===== src/rtl/des_pkg.sv =====
`default_nettype none
// ============================================================================
// Package : des_pkg
// Purpose : Shared DES key-schedule constants, FSM encoding and rotate helpers.
// Revision: 1.0
// ============================================================================
package des_pkg;

    typedef enum logic [1:0] {
        ST_IDLE    = 2'd0,
        ST_SHIFT   = 2'd1,
        ST_PRESENT = 2'd2,
        ST_FINISH  = 2'd3
    } state_t;

    // Encrypt-direction left-rotate amounts for rounds 0..15.
    localparam logic [1:0] c_shift_sched [16] = '{
        2'd1, 2'd1, 2'd2, 2'd2, 2'd2, 2'd2, 2'd2, 2'd2,
        2'd1, 2'd2, 2'd2, 2'd2, 2'd2, 2'd2, 2'd2, 2'd1
    };

    // DES bit numbers (1 = C1, 56 = D28) selected for subkey bits 1..48.
    localparam int c_pc2_tbl [48] = '{
        14, 17, 11, 24,  1,  5,  3, 28, 15,  6, 21, 10,
        23, 19, 12,  4, 26,  8, 16,  7, 27, 20, 13,  2,
        41, 52, 31, 37, 47, 55, 30, 40, 51, 45, 33, 48,
        44, 49, 39, 56, 34, 53, 46, 42, 50, 36, 29, 32
    };

    function automatic logic [28:1] rotl28(input logic [28:1] x, input logic [1:0] n);
        logic [28:1] r;
        case (n)
            2'd1:    r = {x[27:1], x[28]};
            2'd2:    r = {x[26:1], x[28:27]};
            default: r = x;
        endcase
        return r;
    endfunction

    function automatic logic [28:1] rotr28(input logic [28:1] x, input logic [1:0] n);
        logic [28:1] r;
        case (n)
            2'd1:    r = {x[1], x[28:2]};
            2'd2:    r = {x[2:1], x[28:3]};
            default: r = x;
        endcase
        return r;
    endfunction

endpackage
`default_nettype wire


===== src/rtl/key_schedule_ctrl_if.sv =====
`default_nettype none
// ============================================================================
// Interface : key_schedule_ctrl_if
// Purpose   : Request / subkey handshake bundle of the DES key scheduler.
// Revision  : 1.0
// ============================================================================
interface key_schedule_ctrl_if;
    logic        START;
    logic        DECRYPT;
    logic [28:1] C_IN;
    logic [28:1] D_IN;
    logic        ROUND_READY;
    logic [48:1] ROUND_KEY;
    logic        ROUND_KEY_VALID;
    logic [3:0]  ROUND_NUM;
    logic        BUSY;
    logic        DONE;

    modport master (
        output START, DECRYPT, C_IN, D_IN, ROUND_READY,
        input  ROUND_KEY, ROUND_KEY_VALID, ROUND_NUM, BUSY, DONE
    );

    modport slave (
        input  START, DECRYPT, C_IN, D_IN, ROUND_READY,
        output ROUND_KEY, ROUND_KEY_VALID, ROUND_NUM, BUSY, DONE
    );
endinterface
`default_nettype wire


===== src/rtl/des_pc2.sv =====
`default_nettype none
// ============================================================================
// Module  : des_pc2
// Purpose : Combinational DES Permuted Choice 2 (56-bit C||D -> 48-bit key).
// Revision: 1.0
// ============================================================================
module des_pc2
    import des_pkg::*;
(
    input  logic [56:1] i_cd,
    output logic [48:1] o_key
);

    // Vector index 57-n holds DES bit n, so bit 1 lands on the MSB.
    for (genvar gi = 1; gi <= 48; gi++) begin : g_pc2
        assign o_key[49-gi] = i_cd[57-c_pc2_tbl[gi-1]];
    end

    // DES bits 9,18,22,25,35,38,43,54 are discarded by PC-2.
    logic w_unused;
    assign w_unused = ^{i_cd[48], i_cd[39], i_cd[35], i_cd[32],
                        i_cd[22], i_cd[19], i_cd[14], i_cd[3]};

endmodule
`default_nettype wire


===== src/rtl/key_schedule_ctrl.sv =====
`default_nettype none
// ============================================================================
// Module  : key_schedule_ctrl
// Purpose : Sequences 16 DES subkeys (either direction) over a ready handshake.
// Revision: 1.0
// ============================================================================
module key_schedule_ctrl
    import des_pkg::*;
(
    input  logic              CLK,
    input  logic              RESET,
    key_schedule_ctrl_if.slave bus
);

    state_t      state_q, state_d;
    logic [28:1] c_q, c_d;
    logic [28:1] d_q, d_d;
    logic [3:0]  round_q, round_d;
    logic        decrypt_q, decrypt_d;

    logic [3:0]  w_dec_idx;
    logic [1:0]  w_amt;
    logic [48:1] w_pc2_key;
    logic        w_valid;

    always_ff @(posedge CLK) begin
        if (RESET) begin
            state_q   <= ST_IDLE;
            c_q       <= '0;
            d_q       <= '0;
            round_q   <= '0;
            decrypt_q <= 1'b0;
        end else begin
            state_q   <= state_d;
            c_q       <= c_d;
            d_q       <= d_d;
            round_q   <= round_d;
            decrypt_q <= decrypt_d;
        end
    end

    // Decrypt round r undoes encrypt round 16-r; round 0 starts from C16=C0.
    assign w_dec_idx = 4'd0 - round_q;
    assign w_amt     = decrypt_q ? ((round_q == 4'd0) ? 2'd0 : c_shift_sched[w_dec_idx])
                                 : c_shift_sched[round_q];

    always_comb begin
        state_d   = state_q;
        c_d       = c_q;
        d_d       = d_q;
        round_d   = round_q;
        decrypt_d = decrypt_q;
        case (state_q)
            ST_IDLE: begin
                if (bus.START) begin
                    c_d       = bus.C_IN;
                    d_d       = bus.D_IN;
                    decrypt_d = bus.DECRYPT;
                    round_d   = 4'd0;
                    state_d   = ST_SHIFT;
                end
            end
            ST_SHIFT: begin
                if (decrypt_q) begin
                    c_d = rotr28(c_q, w_amt);
                    d_d = rotr28(d_q, w_amt);
                end else begin
                    c_d = rotl28(c_q, w_amt);
                    d_d = rotl28(d_q, w_amt);
                end
                state_d = ST_PRESENT;
            end
            ST_PRESENT: begin
                if (bus.ROUND_READY) begin
                    if (round_q == 4'd15) begin
                        state_d = ST_FINISH;
                    end else begin
                        round_d = round_q + 4'd1;
                        state_d = ST_SHIFT;
                    end
                end
            end
            ST_FINISH: state_d = ST_IDLE;
            default:   state_d = ST_IDLE;
        endcase
    end

    des_pc2 u_pc2 (
        .i_cd  ({c_q, d_q}),
        .o_key (w_pc2_key)
    );

    assign w_valid             = (state_q == ST_PRESENT);
    assign bus.ROUND_KEY_VALID = w_valid;
    assign bus.ROUND_KEY       = w_valid ? w_pc2_key : '0;
    assign bus.ROUND_NUM       = w_valid ? round_q : 4'd0;
    assign bus.BUSY            = (state_q != ST_IDLE);
    assign bus.DONE            = (state_q == ST_FINISH);

endmodule
`default_nettype wire


===== src/flat_wrapper.sv =====
// flat-port wrapper written by rule: the top's interface ports become plain ports
module key_schedule_ctrl_flat import des_pkg::*;
  (CLK, RESET, bus_START, bus_DECRYPT, bus_C_IN, bus_D_IN, bus_ROUND_READY, bus_ROUND_KEY, bus_ROUND_KEY_VALID, bus_ROUND_NUM, bus_BUSY, bus_DONE);
  key_schedule_ctrl_if bus_i ();
  input  logic CLK;
  input  logic RESET;
  input wire logic [$bits(bus_i.START)-1:0] bus_START;
  input wire logic [$bits(bus_i.DECRYPT)-1:0] bus_DECRYPT;
  input wire logic [$bits(bus_i.C_IN)-1:0] bus_C_IN;
  input wire logic [$bits(bus_i.D_IN)-1:0] bus_D_IN;
  input wire logic [$bits(bus_i.ROUND_READY)-1:0] bus_ROUND_READY;
  output wire logic [$bits(bus_i.ROUND_KEY)-1:0] bus_ROUND_KEY;
  output wire logic [$bits(bus_i.ROUND_KEY_VALID)-1:0] bus_ROUND_KEY_VALID;
  output wire logic [$bits(bus_i.ROUND_NUM)-1:0] bus_ROUND_NUM;
  output wire logic [$bits(bus_i.BUSY)-1:0] bus_BUSY;
  output wire logic [$bits(bus_i.DONE)-1:0] bus_DONE;
  assign bus_i.START = bus_START;
  assign bus_i.DECRYPT = bus_DECRYPT;
  assign bus_i.C_IN = bus_C_IN;
  assign bus_i.D_IN = bus_D_IN;
  assign bus_i.ROUND_READY = bus_ROUND_READY;
  assign bus_ROUND_KEY = bus_i.ROUND_KEY;
  assign bus_ROUND_KEY_VALID = bus_i.ROUND_KEY_VALID;
  assign bus_ROUND_NUM = bus_i.ROUND_NUM;
  assign bus_BUSY = bus_i.BUSY;
  assign bus_DONE = bus_i.DONE;
  key_schedule_ctrl u_core (.CLK(CLK), .RESET(RESET), .bus(bus_i));
endmodule

===== config.mk =====
export PLATFORM = sky130hd
export DESIGN_NAME = key_schedule_ctrl_flat
export DESIGN_NICKNAME = d
export VERILOG_FILES = /design/src/rtl/des_pkg.sv /design/src/rtl/key_schedule_ctrl_if.sv /design/src/rtl/des_pc2.sv /design/src/rtl/key_schedule_ctrl.sv /design/src/flat_wrapper.sv
export SDC_FILE = /design/constraint.sdc
export NUM_CORES = 1
export LEC_CHECK = 0
export ABC_AREA = 1
export BUFFER_PORTS_ARGS = -buffer_cell sky130_fd_sc_hd__buf_2
export CORE_AREA = 2 2 115 117
export DETAILED_ROUTE_END_ITERATION = 7
export DIE_AREA = 0 0 117 119
export GPL_ROUTABILITY_DRIVEN = 0
export PLACE_DENSITY_LB_ADDON = 0.2
export SLEW_MARGIN = 30
export SYNTH_ARGS = -nofsm -noshare
export SYNTH_HDL_FRONTEND = slang
export SYNTH_HIERARCHICAL = 1
export SYNTH_SLANG_ARGS = --single-unit
export TNS_END_PERCENT = 50

===== constraint.sdc =====
create_clock -name CLK -period 4.98 [get_ports CLK]
set_input_delay 0.249 -clock CLK [delete_from_list [all_inputs] [get_ports CLK]]
set_output_delay 0.249 -clock CLK [all_outputs]
set_load 0.01 [all_outputs]

==> impl_metrics.env <==
export IMPL_outcome="complete, no violations"
export IMPL_cts_inserted_buffers=9
export IMPL_static_leakage_nw=2.91
export IMPL_postSynthNetCount=1093
export IMPL_cts_root_buffer_cell="sky130_fd_sc_hd__clkbuf_16"
export IMPL_post_synth_cell_area_avg_sq_um=5.45
export IMPL_finalCritPeriodShare=0.639
export IMPL_clock_sink_count=63
export IMPL_placementRows=42
export IMPL_worstHoldEndpoint="u_core/state_q[0]"
export IMPL_period_minus_slack_ns=3.18
export IMPL_setup_repair_after_global_routing_missed_its_margin="no"
export IMPL_r2r_end="u_core/d_q[1]"
export IMPL_number_of_port_buffers=115
export IMPL_num_vias=6108
export IMPL_maximum_number_of_pins_on_one_net_before_global_route_repair=76
export IMPL_max_cap_violations=0
export IMPL_post_place_instance_area_sq_mm=0.00575
export IMPL_full_die_area_sq_mm=0.0139
export IMPL_critical_path_class="register to register"
export IMPL_synth_area_sq_mm=0.00559
export IMPL_initial_utilization=0.434
export IMPL_ff2ff_path_depth=16
export IMPL_clock_tree_htree_level_count=3
export IMPL_hpwlAfterDp_mm=9.12
export IMPL_violation_count_after_the_first_detailed_route_iteration=483
export IMPL_timing_critical_path_slowest_cell_delay_ns=0.52
export IMPL_critical_path_endpoint_type="register"
export IMPL_postSynth_topFlopCell="sky130_fd_sc_hd__dfxtp_1"
export IMPL_req_time_crit_path_ns=5.20
export IMPL_first_pass_grt_wire_length_mm=26.1
export IMPL_number_of_flops_mapped_to_enable_cells_by_yosys=0
export IMPL_cp_max_fo=55
export IMPL_holdCritPathClass="primary input to register"
export IMPL_critPathTopFamily="buffers and inverters"
export IMPL_report_final_setup_viol=0
export IMPL_drt_first_pass_iters=7
export IMPL_setup_total_negative_slack_ns=0
export IMPL_die_width_microns=117
export IMPL_worstReg2RegStart="u_core/round_q[0]"
export IMPL_worst_slew_pin_slew_ns=0.885
export IMPL_grt_pass1_vias=5456
export IMPL_worstPathCellList="inv_1 > ha_1 > inv_1 > nand2_1 > nand2_1 > nand2_1 > nand3_1 > nand2_1 > a21oi_1 > ha_2 > buf_4 > inv_2 > nand2_1 > nand3_1 > nand3_1 > a21oi_1"
export IMPL_totalWireLength_mm=15.6
export IMPL_launch_point_of_the_worst_hold_path="RESET"
export IMPL_timing_critical_path_slowest_stage_cell="sky130_fd_sc_hd__inv_2"
export IMPL_ys_warnings_count=6
export IMPL_timing_slew_headroom=0.409
export IMPL_via_per_inst=4.99
export IMPL_syn_instance_count=1027
export IMPL_yosys_register_bits=63
export IMPL_seq_area_frac_synth=0.226
export IMPL_final_antenna_net_count=0
export IMPL_cts_buffer_depth=2
export IMPL_track_usage=0.227
export IMPL_yosysUniqueCellTypes=19
export IMPL_critical_path_buf_inv_count=4
export IMPL_layout_drive_gt1_share=0.144
export IMPL_pwr_cell_area_mw_per_mm2=302
export IMPL_postLayoutCellArea_sq_mm=0.00602
export IMPL_peakVddDrop_mv=0.143
export IMPL_congestion_overflow_gr=0
export IMPL_setup_worst_path_start_class="register"
export IMPL_detail_route_drc_violations=0
export IMPL_worst_skew_pair_late_latency_ns=0.33
export IMPL_hold_depth=2
export IMPL_skew_ns=0.00625
export IMPL_ios=116
export IMPL_clkSlewWorstSetupHoldPaths_ns=0.05
export IMPL_cts_hold_buf=0
export IMPL_grt_antenna_before_repair=0
export IMPL_diodes=0
export IMPL_cts_tree="done"
export IMPL_max_clock_freq_mhz=314
export IMPL_chipHeight_microns=119
export IMPL_post_cts_setup_buffers=0
export IMPL_num_nets_final=1108
export IMPL_final_hold_violation_count=0
export IMPL_final_max_slew_viol_count=0
export IMPL_worstPathArrival_ns=3.40
export IMPL_internal_reg_to_reg_setup_slack_ns=1.80
export IMPL_path_common_cell="sky130_fd_sc_hd__nand2_1"
export IMPL_cts_repair_resized=0
export IMPL_async_reset_ff_frac=0
export IMPL_flow_area_growth_from_synthesis_pct=7.72
export IMPL_core_area_sq_mm=0.0129
export IMPL_avgRoutedWirePerCell_microns=12.8
==> layout make-up <==
cell class	instances	area [sq um]
Sequential cell	63	1260
Clock inverter	4	20.0
Inverter	125	478
Clock buffer	12	256
Tap cell	176	220
Multi-Input combinational cell	721	3160
Fill cell	1452	6850
Timing Repair Buffer	122	628
==> cells by family (layout without fill, tap and decap cells) <==
group                      count (synthesis)  after routing  synth area share
and+or+nand+nor                          590            590             0.436
buffers and inverters                    243            263             0.213
AOI/OAI and AO/OA                        126            126             0.114
DFF                                       63             63             0.226
adders and majority gates                  5              5            0.0112
==> state kept, by name, summed over array words and instances (netlist names) <==
register and cells:
u_core/decrypt_q 1, u_core/state_q 2, u_core/c_q 28, u_core/d_q 28
u_core/round_q 4
==> synthesized netlist by cell type, types with 4 or more instances <==
cell type | number | area, sq um
sky130_fd_sc_hd__nand2_1 | 238 | 893
sky130_fd_sc_hd__nor2_1 | 177 | 664
sky130_fd_sc_hd__nand3_1 | 173 | 866
sky130_fd_sc_hd__inv_1 | 118 | 443
sky130_fd_sc_hd__dfxtp_1 | 63 | 1260
sky130_fd_sc_hd__a21oi_1 | 61 | 305
sky130_fd_sc_hd__buf_4 | 55 | 413
sky130_fd_sc_hd__o21ai_0 | 45 | 225
sky130_fd_sc_hd__buf_2 | 35 | 175
sky130_fd_sc_hd__clkbuf_1 | 20 | 75.1
sky130_fd_sc_hd__o21ai_1 | 17 | 85.1
sky130_fd_sc_hd__inv_2 | 7 | 26.3
sky130_fd_sc_hd__ha_1 | 5 | 62.6
sky130_fd_sc_hd__buf_1 | 4 | 15.0
sky130_fd_sc_hd__buf_6 | 4 | 45.0
==> report_power, final <==
part           internal, mW  total (mW)  switching, mW
sequential            0.574       0.680          0.106
combinational         0.194       0.551          0.357
clock                 0.360       0.591          0.231
total                  1.13        1.82          0.693
==> cell usage in the layout (no fill, tap or decap), types with 2 or more instances in the layout <==
| master | Yosys | layout |
|---|---|---|
| sky130_fd_sc_hd__o21ai_1 | 17 | 17 |
| sky130_fd_sc_hd__nor2_1 | 177 | 177 |
| sky130_fd_sc_hd__ha_1 | 5 | 3 |
| sky130_fd_sc_hd__a31oi_1 | 2 | 2 |
| sky130_fd_sc_hd__o21ai_0 | 45 | 45 |
| sky130_fd_sc_hd__ha_2 | 0 | 2 |
| sky130_fd_sc_hd__buf_2 | 35 | 115 |
| sky130_fd_sc_hd__inv_2 | 7 | 4 |
| sky130_fd_sc_hd__dfxtp_1 | 63 | 62 |
| sky130_fd_sc_hd__clkbuf_8 | 0 | 2 |
| sky130_fd_sc_hd__clkbuf_16 | 0 | 9 |
| sky130_fd_sc_hd__buf_4 | 55 | 7 |
| sky130_fd_sc_hd__nand2_1 | 238 | 237 |
| sky130_fd_sc_hd__a21oi_1 | 61 | 61 |
| sky130_fd_sc_hd__clkinv_2 | 0 | 5 |
| sky130_fd_sc_hd__nand3_1 | 173 | 173 |
| sky130_fd_sc_hd__inv_1 | 118 | 118 |
==> worst max path at each step <==
stage / slack [ns] / depth (start not counted) / start / endpoint
after floorplan: 2.78 / 16 / u_core/round_q[0] / u_core/c_q[21]
after global placement: 1.91 / 16 / u_core/round_q[0] / u_core/d_q[1]
after detailed placement: 1.84 / 16 / u_core/round_q[0] / u_core/d_q[1]
after CTS: 1.82 / 16 / u_core/round_q[0] / u_core/d_q[1]
after global routing: 1.50 / 16 / u_core/round_q[0] / u_core/d_q[12]
final: 1.80 / 16 / u_core/round_q[0] / u_core/d_q[1]
==> per-stage QoR <==
step	cells	total power [mW]	hold WS, ns	worst slack, ns	utilization
6_report	1223	1.82	0.124	1.80	0.468
5_1_grt	1223	1.96	0.138	1.50	0.468
4_1_cts	1223	1.83	0.112	1.82	0.468
3_5_place_dp	1207	1.24	0.464	1.84	0.446
3_3_place_gp	1207	1.24	0.464	1.91	0.445
2_1_floorplan	1027	1.17	0.318	2.78	-
==> routing by layer <==
metal,track usage,vias to the layer above,wire length (microns)
met2,0.355,212,6960
met4,0.0794,0,251
met3,0.0275,17,837
met1,0.320,2680,7580
met5,0,-,0
li1,-,3199,-
(Power assumes the default switching activity.)
